### src/rtl/idex_operand_stage.sv
// idex_operand_stage
// ID/EX pipeline register that sits directly in front of the ALU.
// It captures decoded operands, register addresses and control bits from
// decode, extends the 16-bit immediate at capture time, resolves data
// hazards by forwarding from EX/MEM and MEM/WB, and signals load-use hazards
// back to decode.
//
// Optional feature macro: IDEX_FORWARD_EN
//   defined   -> forwarding muxes present; during a stall the stored rs/rt
//                data are refreshed with their forwarded values.
//   undefined -> operands come from stored data only; exmem_*/memwb_* are
//                ignored and stored data simply holds during a stall.
//
// Ports:
//   clk, rst                 rising-edge clock, async active-high reset
//   stall, flush             hold stage / squash stage into a bubble
//   in_*                     decoded instruction fields from decode
//   exmem_*, memwb_*         forwarding sources (write enable, rd, value)
//   alu_a, alu_b, alu_sel    ALU operands and operation select
//   store_data               forwarded rt value for stores
//   out_valid, out_rd        stage occupancy and registered destination
//   out_reg_write            registered write enable, qualified by out_valid
//   out_mem_read             registered load flag, qualified by out_valid
//   load_use_hazard          combinational request for decode to stall

`ifndef ALU_SEL_ADD
`define ALU_SEL_ADD 2'b00
`endif

module idex_operand_stage #(
  parameter int DATA_W = 32,
  parameter int REG_AW = 5
) (
  input  logic              clk,
  input  logic              rst,
  input  logic              stall,
  input  logic              flush,
  input  logic              in_valid,
  input  logic [DATA_W-1:0] in_rs_data,
  input  logic [DATA_W-1:0] in_rt_data,
  input  logic [15:0]       in_imm,
  input  logic              in_sign_ext,
  input  logic              in_alu_src_imm,
  input  logic [1:0]        in_alu_sel,
  input  logic [REG_AW-1:0] in_rs_addr,
  input  logic [REG_AW-1:0] in_rt_addr,
  input  logic [REG_AW-1:0] in_rd_addr,
  input  logic              in_uses_rt,
  input  logic              in_reg_write,
  input  logic              in_mem_read,
  input  logic              exmem_reg_write,
  input  logic [REG_AW-1:0] exmem_rd,
  input  logic [DATA_W-1:0] exmem_result,
  input  logic              memwb_reg_write,
  input  logic [REG_AW-1:0] memwb_rd,
  input  logic [DATA_W-1:0] memwb_result,
  output logic [DATA_W-1:0] alu_a,
  output logic [DATA_W-1:0] alu_b,
  output logic [1:0]        alu_sel,
  output logic [DATA_W-1:0] store_data,
  output logic              out_valid,
  output logic [REG_AW-1:0] out_rd,
  output logic              out_reg_write,
  output logic              out_mem_read,
  output logic              load_use_hazard
);

  logic              valid_q;
  logic              reg_write_q;
  logic              mem_read_q;
  logic              alu_src_imm_q;
  logic [1:0]        alu_sel_q;
  logic [REG_AW-1:0] rs_addr_q;
  logic [REG_AW-1:0] rt_addr_q;
  logic [REG_AW-1:0] rd_q;
  logic [DATA_W-1:0] rs_data_q;
  logic [DATA_W-1:0] rt_data_q;
  logic [DATA_W-1:0] imm_q;

  logic [DATA_W-1:0] imm_ext;
  logic [DATA_W-1:0] fwd_rs;
  logic [DATA_W-1:0] fwd_rt;

  // Immediate is widened before it is stored so the EX side only sees a
  // ready-to-use DATA_W operand.
  assign imm_ext = in_sign_ext ? {{(DATA_W-16){in_imm[15]}}, in_imm}
                               : {{(DATA_W-16){1'b0}}, in_imm};

`ifdef IDEX_FORWARD_EN
  // Operand forwarding from the registered source addresses. EX/MEM is the
  // younger producer so it wins over MEM/WB; register 0 is never forwarded.
  always_comb begin
    fwd_rs = rs_data_q;
    fwd_rt = rt_data_q;
    if (exmem_reg_write && (exmem_rd != '0) && (exmem_rd == rs_addr_q))
      fwd_rs = exmem_result;
    else if (memwb_reg_write && (memwb_rd != '0) && (memwb_rd == rs_addr_q))
      fwd_rs = memwb_result;
    if (exmem_reg_write && (exmem_rd != '0) && (exmem_rd == rt_addr_q))
      fwd_rt = exmem_result;
    else if (memwb_reg_write && (memwb_rd != '0) && (memwb_rd == rt_addr_q))
      fwd_rt = memwb_result;
  end
`else
  // Without forwarding the operands are exactly what was captured; the
  // forwarding inputs are folded into an intentionally unused net.
  assign fwd_rs = rs_data_q;
  assign fwd_rt = rt_data_q;
  logic unused_fwd;
  assign unused_fwd = ^{exmem_reg_write, exmem_rd, exmem_result,
                        memwb_reg_write, memwb_rd, memwb_result};
`endif

  // Stage register. Flush only needs to kill the control bits; data fields
  // are don't-care in a bubble. During a stall with forwarding enabled the
  // stored operands are refreshed so a producer retiring mid-stall is kept.
  always_ff @(posedge clk or posedge rst) begin
    if (rst) begin
      valid_q       <= 1'b0;
      reg_write_q   <= 1'b0;
      mem_read_q    <= 1'b0;
      alu_src_imm_q <= 1'b0;
      alu_sel_q     <= `ALU_SEL_ADD;
      rs_addr_q     <= '0;
      rt_addr_q     <= '0;
      rd_q          <= '0;
      rs_data_q     <= '0;
      rt_data_q     <= '0;
      imm_q         <= '0;
    end else if (flush) begin
      valid_q     <= 1'b0;
      reg_write_q <= 1'b0;
      mem_read_q  <= 1'b0;
      alu_sel_q   <= `ALU_SEL_ADD;
    end else if (stall) begin
`ifdef IDEX_FORWARD_EN
      rs_data_q <= fwd_rs;
      rt_data_q <= fwd_rt;
`endif
    end else begin
      valid_q       <= in_valid;
      reg_write_q   <= in_valid & in_reg_write;
      mem_read_q    <= in_valid & in_mem_read;
      alu_src_imm_q <= in_alu_src_imm;
      alu_sel_q     <= in_alu_sel;
      rs_addr_q     <= in_rs_addr;
      rt_addr_q     <= in_rt_addr;
      rd_q          <= in_rd_addr;
      rs_data_q     <= in_rs_data;
      rt_data_q     <= in_rt_data;
      imm_q         <= imm_ext;
    end
  end

  assign alu_a         = fwd_rs;
  assign alu_b         = alu_src_imm_q ? imm_q : fwd_rt;
  assign alu_sel       = alu_sel_q;
  assign store_data    = fwd_rt;
  assign out_valid     = valid_q;
  assign out_rd        = rd_q;
  assign out_reg_write = valid_q & reg_write_q;
  assign out_mem_read  = valid_q & mem_read_q;

  // A load in this stage cannot forward its data in time for the
  // instruction now in decode; decode stalls itself and flushes this stage.
  assign load_use_hazard = valid_q && mem_read_q && (rd_q != '0) &&
                           ((in_rs_addr == rd_q) ||
                            (in_uses_rt && (in_rt_addr == rd_q)));

endmodule

### config.mk
export PLATFORM = sky130hd
export DESIGN_NAME = idex_operand_stage
export DESIGN_NICKNAME = d
export VERILOG_FILES = /design/src/rtl/idex_operand_stage.sv
export SDC_FILE = /design/constraint.sdc
export NUM_CORES = 1
export LEC_CHECK = 0
export CAP_MARGIN = 20
export CELL_PAD_IN_SITES_DETAIL_PLACEMENT = 1
export CELL_PAD_IN_SITES_GLOBAL_PLACEMENT = 1
export CORE_ASPECT_RATIO = 0.7
export CORE_UTILIZATION = 28
export CTS_BUF_LIST = sky130_fd_sc_hd__clkbuf_4 sky130_fd_sc_hd__clkbuf_8
export DETAILED_ROUTE_END_ITERATION = 10
export PLACE_DENSITY_LB_ADDON = 0.1
export SLEW_MARGIN = 25
export SYNTH_ARGS = -nofsm -noshare
export SYNTH_HDL_FRONTEND = slang
export SYNTH_SLANG_ARGS = --single-unit
export TNS_END_PERCENT = 10
### constraint.sdc
create_clock -name clk -period 6.7 [get_ports clk]
set_input_delay 1.34 -clock clk [delete_from_list [all_inputs] [get_ports clk]]
set_output_delay 1.34 -clock clk [all_outputs]
set_load 0.005 [all_outputs]
Word-level counts from Yosys, hierarchy flattened --
Index checks and enable logic that the tools add are counted.
Cells by class: equality and inequality tests 3, multiplexer cells 10, bitwise gates (word level) 6, reductions and logical operators 7
Operator list (count):
- $mux W32 | 2
- $eq A5 B5 Y1 | 2
- $mux W1 | 6
- $reduce_bool A5 Y1 | 1
- $and A1 B1 Y1 | 4
- $logic_and A1 B1 Y1 | 4
- $mux W2 | 2
- $ne A2 B1 Y1 const B | 1
- $not A1 Y1 | 2
- $reduce_and A2 Y1 | 1
- $logic_or A1 B1 Y1 | 1
Word-level totals: register bits after elaboration 107, input port bits 183, output and inout bits 107, logic and storage cells 35

Depth between registers and ports, before layout --
Gate-level depths: netlist of run 1.
depth in word-level cells 4, depth in mapped cells 6, depth with buffers taken out 4

Worst setup path after synthesis of run 1 --
No wires, ideal clock.
kind input to output, from input port in_rt_addr[1], to output port load_use_hazard, data arrival time 1.987 ns, required time 5.360 ns, setup slack 3.373 ns, stages on the path 4, path buffers 0, path through xor2_1 > nor4_1 > nand3_1 > a21oi_1
On the way: word-level cells in the longest chain between the ends 4
RTL lines:
- start: declaration | RTL line 46 | input logic [REG_AW-1:0] in_rt_addr,
- $eq A5 B5 Y1 | RTL line 168 | (in_uses_rt && (in_rt_addr == rd_q)));
- $logic_and A1 B1 Y1 | RTL line 168
- $logic_or A1 B1 Y1 | RTL line 167 | ((in_rs_addr == rd_q) ||
- $logic_and A1 B1 Y1 | RTL line 166 | assign load_use_hazard = valid_q && mem_read_q && (rd_q != '0) &&
- end: declaration | RTL line 65 | output logic load_use_hazard
Every way passes these cells.

Worst setup path after layout of run 1 --
Ends and elaborated chain as after synthesis.

==> results of run 1 <==
-- layer usage --
| layer | GRT usage [%] | vias to the layer above | part of all wire [%] |
|---|---|---|---|
| met5 | 0 | - | 0 |
| met4 | 4.13 | 0 | 0.87 |
| met3 | 8.01 | 9 | 10 |
| met2 | 25.4 | 133 | 44 |
| met1 | 20.8 | 1509 | 45 |
| li1 | - | 1426 | - |
-- through the flow --
stage / power [mW] / instances / hold WS (ps) / area, um2 / worst slack, ps
5_1_grt: 1.60 / 703 / 531 / 6520 / 2310
3_5_place_dp: 1.17 / 687 / 492 / 6330 / 2380
4_1_cts: 1.54 / 703 / 514 / 6520 / 2380
2_1_floorplan: 0.864 / 297 / 467 / 4040 / 2970
6_report: 1.50 / 703 / 508 / 6520 / 2400
3_3_place_gp: 1.16 / 687 / 486 / 6330 / 2360
-- flip-flops by register name, summed over array words and instances, names as in the netlist, 2 cells and up --
register    count
alu_sel         2
imm_q          17
store_data     32
alu_a          32
out_rd          5
-- synth_stat cells (all sizes together) --
cell type  number  area [um2]
nor2            7        33.8
and2            2        12.5
xor2            7        61.3
clkbuf          4        15.0
o21ai          34         170
xnor2           3        26.3
nor4            1        6.26
a22oi           1        7.51
nand3           3        15.0
nand2          19        71.3
dfrtp          92        2300
or4             1        7.51
nor3            1        5.00
nor2b           1        6.26
a21oi           3        15.0
mux2i           2        20.0
buf            13        96.3
mux2           86        1110
inv            17        63.8
-- power by group through the flow --
| stage | Sequential [mW] | Clock, mW | Combinational [mW] |
|---|---|---|---|
| after floorplan | 0.689 | 0 | 0.175 |
| after global placement | 0.693 | 0 | 0.468 |
| after detailed placement | 0.698 | 0 | 0.473 |
| after CTS | 0.689 | 0.371 | 0.477 |
| after global routing | 0.700 | 0.391 | 0.508 |
| final | 0.686 | 0.350 | 0.468 |
-- logic make-up after synthesis --
family | Yosys count
muxes | 88
DFF | 92
and+or+nand+nor | 35
buffers and inverters | 34
AOI/OAI and AO/OA | 38
xor gates and xnor gates | 10
-- final timing paths --
| check | depth (start not counted) | from | endpoint |
|---|---|---|---|
| setup / recovery | 6 | in_rt_addr[1] | load_use_hazard |
| hold / removal | 1 | imm_q[8] | imm_q[8] |
| setup reg to reg | 1 | alu_src_imm_q | alu_src_imm_q |
| hold reg to reg | 1 | imm_q[8] | imm_q[8] |
| max in group asynchronous | 3 | rst | store_data[11] |
| min in group asynchronous | 2 | rst | imm_q[13] |
-- area by class of cell --
class                   count  area [um2]
well taps                 190         238
fillers                  1480        7490
clock buffers              11         145
flip-flops and latches     92        2300
repair buffers            217        2160
inverters                  17        66.3
clock inverters             5        37.5
multi-input cells         171        1570
-- cell usage in the layout (no fill, tap or decap) --
cell type / Yosys / final
clkdlybuf4s50_1: 0 / 213
dfrtp_1: 92 / 92
mux2_2: 49 / 49
mux2_4: 37 / 37
o21ai_0: 34 / 34
nand2_1: 19 / 19
inv_1: 17 / 16
clkbuf_8: 0 / 10
xor2_1: 7 / 7
nor2_1: 6 / 6
buf_4: 0 / 4
nand3_1: 3 / 3
xnor2_1: 3 / 3
a21oi_1: 3 / 3
mux2i_1: 2 / 2
and2_1: 2 / 2
clkinv_4: 0 / 2
clkinvlp_4: 0 / 2
nor2_4: 1 / 1
nor3_1: 1 / 1
nor4_1: 1 / 1
or4_1: 1 / 1
inv_4: 0 / 1
nor2b_1: 1 / 1
a22oi_1: 1 / 1
clkbuf_4: 0 / 1
clkinv_2: 0 / 1
-- worst max-delay path: stages --
cell	delay, ps
clkdlybuf4s50_1	410
xor2_1	140
nor4_1	300
nand3_1	110
a21oi_1	150
clkdlybuf4s50_1	510
==> flow_summary.ini, run 1 <==
[run_status]
outcome = complete, no violations

[global_route]
antenna_found_initial = 0
grt_max_degree = 57
grt_pass1_vias = 3403
track_usage_pct = 16.4
grt-ovfl-total = 0
grt_first_pass_wirelength_um = 18900

[power]
pwr-share-clk_pct = 23.3
p_per_area_mw_per_mm2 = 231
switchingPower_mw = 0.398
seq_power_share_pct = 45.6
leakagePower_nw = 2.73
comb_power_share_pct = 31.1
intPower_mw = 1.11
ir_drop_v = 0.000108
swShare_pct = 26.5

[floorplan]
start_util_pct = 28.9
core_area_mm2 = 0.0140
die_h_um = 103
row_count = 36
die_area_mm2 = 0.0149
io_pins = 290
dieWidth_um = 146

[min_path]
hold_path.class = flop to flop

[setup_path]
cp.required_ps = 5360
r2r_setup_slack_ps = 5580
crit_fanout = 1
cp.arrival_ps = 2960
crit_path_end_kind = primary output
critPathLaunchType = primary input
worstSetupPathType = primary input to primary output

[cts]
cts-root-buf = clkbuf_8
postCtsHoldBufs = 0
cts_setup_buffers = 0
numCtsBuffers = 9
ctsResizeCount = 0
clock_latency_ps = 350
cts_tree = yes
cts.clk_slew.worst_paths_ps = 90
cts_max_level = 3
cts_sinks = 92
cts_max_path_buffers = 2

[synthesis]
synthAdderAreaFrac_pct = 0
yosys_warnings = 0
synth.mux.area_fraction_pct = 27.9
synth_simple_gate_area_share_pct = 3.90
ys_seq_elements = 92
synthXorXnorAreaFrac_pct = 2.17
netlist_area_mm2 = 0.00404
synth_compound_area_share_pct = 4.77
synth_fp_nets = 480
synth_top_family_by_area = multiplexers
synthCells = 297
syn_area_per_cell_um2 = 13.6
synth_cell_types = 22
synth_seq_area_share_pct = 56.9

[route]
via_per_inst = 4.38
num_vias = 3077
dr.pass1.iters = 4
drcViolationCount = 0
wl_um = 11700
wire_per_inst_um = 16.6
ant_nets = 0
initialDrtViolationCount = 102

[timing]
rsz0062_at_grt = false
period_share_pct = 64.2
period_needed_ps = 4300
slew_headroom_pct = 48.7
worst_pin_slew_ps = 769
max_freq_mhz = 232
skew_ps = 0
drv_slew = 0
final_hold_viol_count = 0
setup_viol = 0
final.setup.tns_ps = 0

[place]
hpwl_um = 8360
gp_congestion = 0.801
numPortBuffers = 213

[job]
drv_cap = 0

[finish]
n_antenna_cell = 0
final_core_util_pct = 46.5
nets = 691
area_growth_pct = 61.2
drive_above_1_share_pct = 21.1
(Power assumes the default switching activity.)
==> run 2: changes to the inputs <==
- CORE_UTILIZATION: 28 -> 26
- clock period: 6.7 -> 4.3 ns (I/O delays scaled with it)
==> run 2 against run 1 <==
Against the previous run:
- first-iteration DRC count down 23%
- die area grew 7.6%
- utilization decreased by 2.8 points
- largest power group unchanged
- routed wire length down 0.30%
- sequential cell count stayed put
- register-to-register slack worse by 2500 ps
- critical path type is now flop to primary output
- via count is 1.1% lower
- total power rose by 57%
- count of clock-buffer cells in the layout increased by 2
- sequential power rose by 56%
- cell count is 0.85% higher
- critical path depth is 3 lower
- critical endpoint is now alu_b[17]
==> flow_summary.ini, run 2 (synthesized netlist as in run 1, its figures left out) <==
[timing]
period_needed_ps = 3400
final.setup.tns_ps = 0
worst_pin_slew_ps = 796
final_hold_viol_count = 0
skew_ps = 0
max_freq_mhz = 294
rsz0062_at_grt = false
drv_slew = 0
slew_headroom_pct = 46.9
period_share_pct = 79.0
setup_viol = 0

[cts]
clock_latency_ps = 360
postCtsHoldBufs = 0
ctsResizeCount = 0
numCtsBuffers = 9
cts_sinks = 92
cts-root-buf = clkbuf_8
cts.clk_slew.worst_paths_ps = 90
cts_tree = yes
cts_setup_buffers = 0
cts_max_level = 3
cts_max_path_buffers = 2

[power]
switchingPower_mw = 0.615
p_per_area_mw_per_mm2 = 361
intPower_mw = 1.75
pwr-share-clk_pct = 23.9
seq_power_share_pct = 45.3
swShare_pct = 26.0
ir_drop_v = 0.000198
leakagePower_nw = 2.74
comb_power_share_pct = 30.8

[setup_path]
cp.arrival_ps = 2540
reg2reg_from = alu_src_imm_q
crit_path_end_kind = primary output
r2r_setup_slack_ps = 3130
critPathLaunchType = flop
cp.required_ps = 3440
crit_fanout = 22
worstSetupPathType = flop to primary output
regToRegEndpoint = alu_src_imm_q
rr_worst_depth = 1

[global_route]
grt_max_degree = 78
grt_pass1_vias = 3319
grt_first_pass_wirelength_um = 18100
antenna_found_initial = 0
grt-ovfl-total = 0
track_usage_pct = 15.0

[floorplan]
start_util_pct = 27.0
core_area_mm2 = 0.0150
die_h_um = 106
io_pins = 290
die_area_mm2 = 0.0161
dieWidth_um = 151
row_count = 37

[place]
numPortBuffers = 213
hpwl_um = 8220
gp_congestion = 0.697
placed_cells = 693

[route]
via_per_inst = 4.29
ant_nets = 0
drcViolationCount = 0
initialDrtViolationCount = 79
dr.pass1.iters = 4
wl_um = 11600
wire_per_inst_um = 16.4
num_vias = 3044

[finish]
drive_above_1_share_pct = 21.2
n_antenna_cell = 0
layout_common_cells = clkdlybuf4s50_1 (213), dfrtp_1 (92), mux2_2 (49), mux2_4 (37), o21ai_0 (34)
layout_commonest_cell = clkdlybuf4s50_1
area_growth_pct = 61.7
fill_cells = 1591
nets = 692
layout.cells.non_filler = 709

[min_path]
holdPathEnd = imm_q[4]
worstHoldStart = imm_q[4]
hold_path_depth = 1
hold_path.class = flop to flop

[run_status]
outcome = complete, no violations

[job]
drv_cap = 0
==> run 2: changes by cell type in the layout (fill, tap and decap cells not counted), sizes merged <==
| cell | before | now |
|---|---|---|
| clkinvlp | 2 | 1 |
| clkinv | 3 | 2 |
| buf | 4 | 5 |
| clkbuf | 11 | 13 |
==> run 2: power groups by stage <==
stage / registers [mW] / clock network, mW / logic, mW
3_5_place_dp: 1.09 / 0 / 0.737
4_1_cts: 1.08 / 0.597 / 0.742
3_3_place_gp: 1.08 / 0 / 0.731
6_report: 1.07 / 0.563 / 0.728
5_1_grt: 1.09 / 0.631 / 0.786
2_1_floorplan: 1.07 / 0 / 0.273
==> run 2: how the worst max path moves through the flow <==
| stage | from | slack (ps) | to |
|---|---|---|---|
| 2_1_floorplan | rst | 1050 | alu_a[0] |
| 3_3_place_gp | in_rt_addr[1] | 940 | load_use_hazard |
| 3_5_place_dp | in_rt_addr[1] | 890 | load_use_hazard |
| 4_1_cts | alu_src_imm_q | 700 | alu_b[22] |
| 5_1_grt | alu_src_imm_q | 590 | alu_b[22] |
| 6_report | alu_src_imm_q | 900 | alu_b[17] |
==> run 2: worst max-delay path, cell delays in order, from the launching register on <==
cell and delay, ps:
dfrtp_1 840, nand2_1 540, o21ai_0 220, clkdlybuf4s50_1 570
==> run 2: area by class of cell <==
type                       instances  area, um2  share of cell area [%]
multi-input combinational        171       1570                    23.9
timing repair buffer             218       2170                    33.2
inverter                          17       68.8                    1.05
tap                              195        244                    3.73
sequential                        92       2300                    35.2
clock buffer                      13        166                    2.55
clock inverter                     3       21.3                   0.325
==> run 2: per-layer routing <==
layer / vias to the layer above / track usage [%] / routed length [um]
met4: 0 / 4.07 / 100
met5: - / 0 / 0
met3: 8 / 7.30 / 1270
met2: 125 / 22.3 / 5180
li1: 1430 / - / -
met1: 1481 / 19.0 / 5080
==> run 2: per-stage QoR <==
stage	util [%]	hold slack, ps	setup WS (ps)	total power [mW]	instance area, um2
3_5_place_dp	42.4	492	890	1.83	6350
2_1_floorplan	-	467	1050	1.35	4040
3_3_place_gp	42.4	486	941	1.81	6350
4_1_cts	43.7	514	699	2.41	6540
6_report	43.7	510	902	2.36	6540
5_1_grt	43.7	532	595	2.51	6540
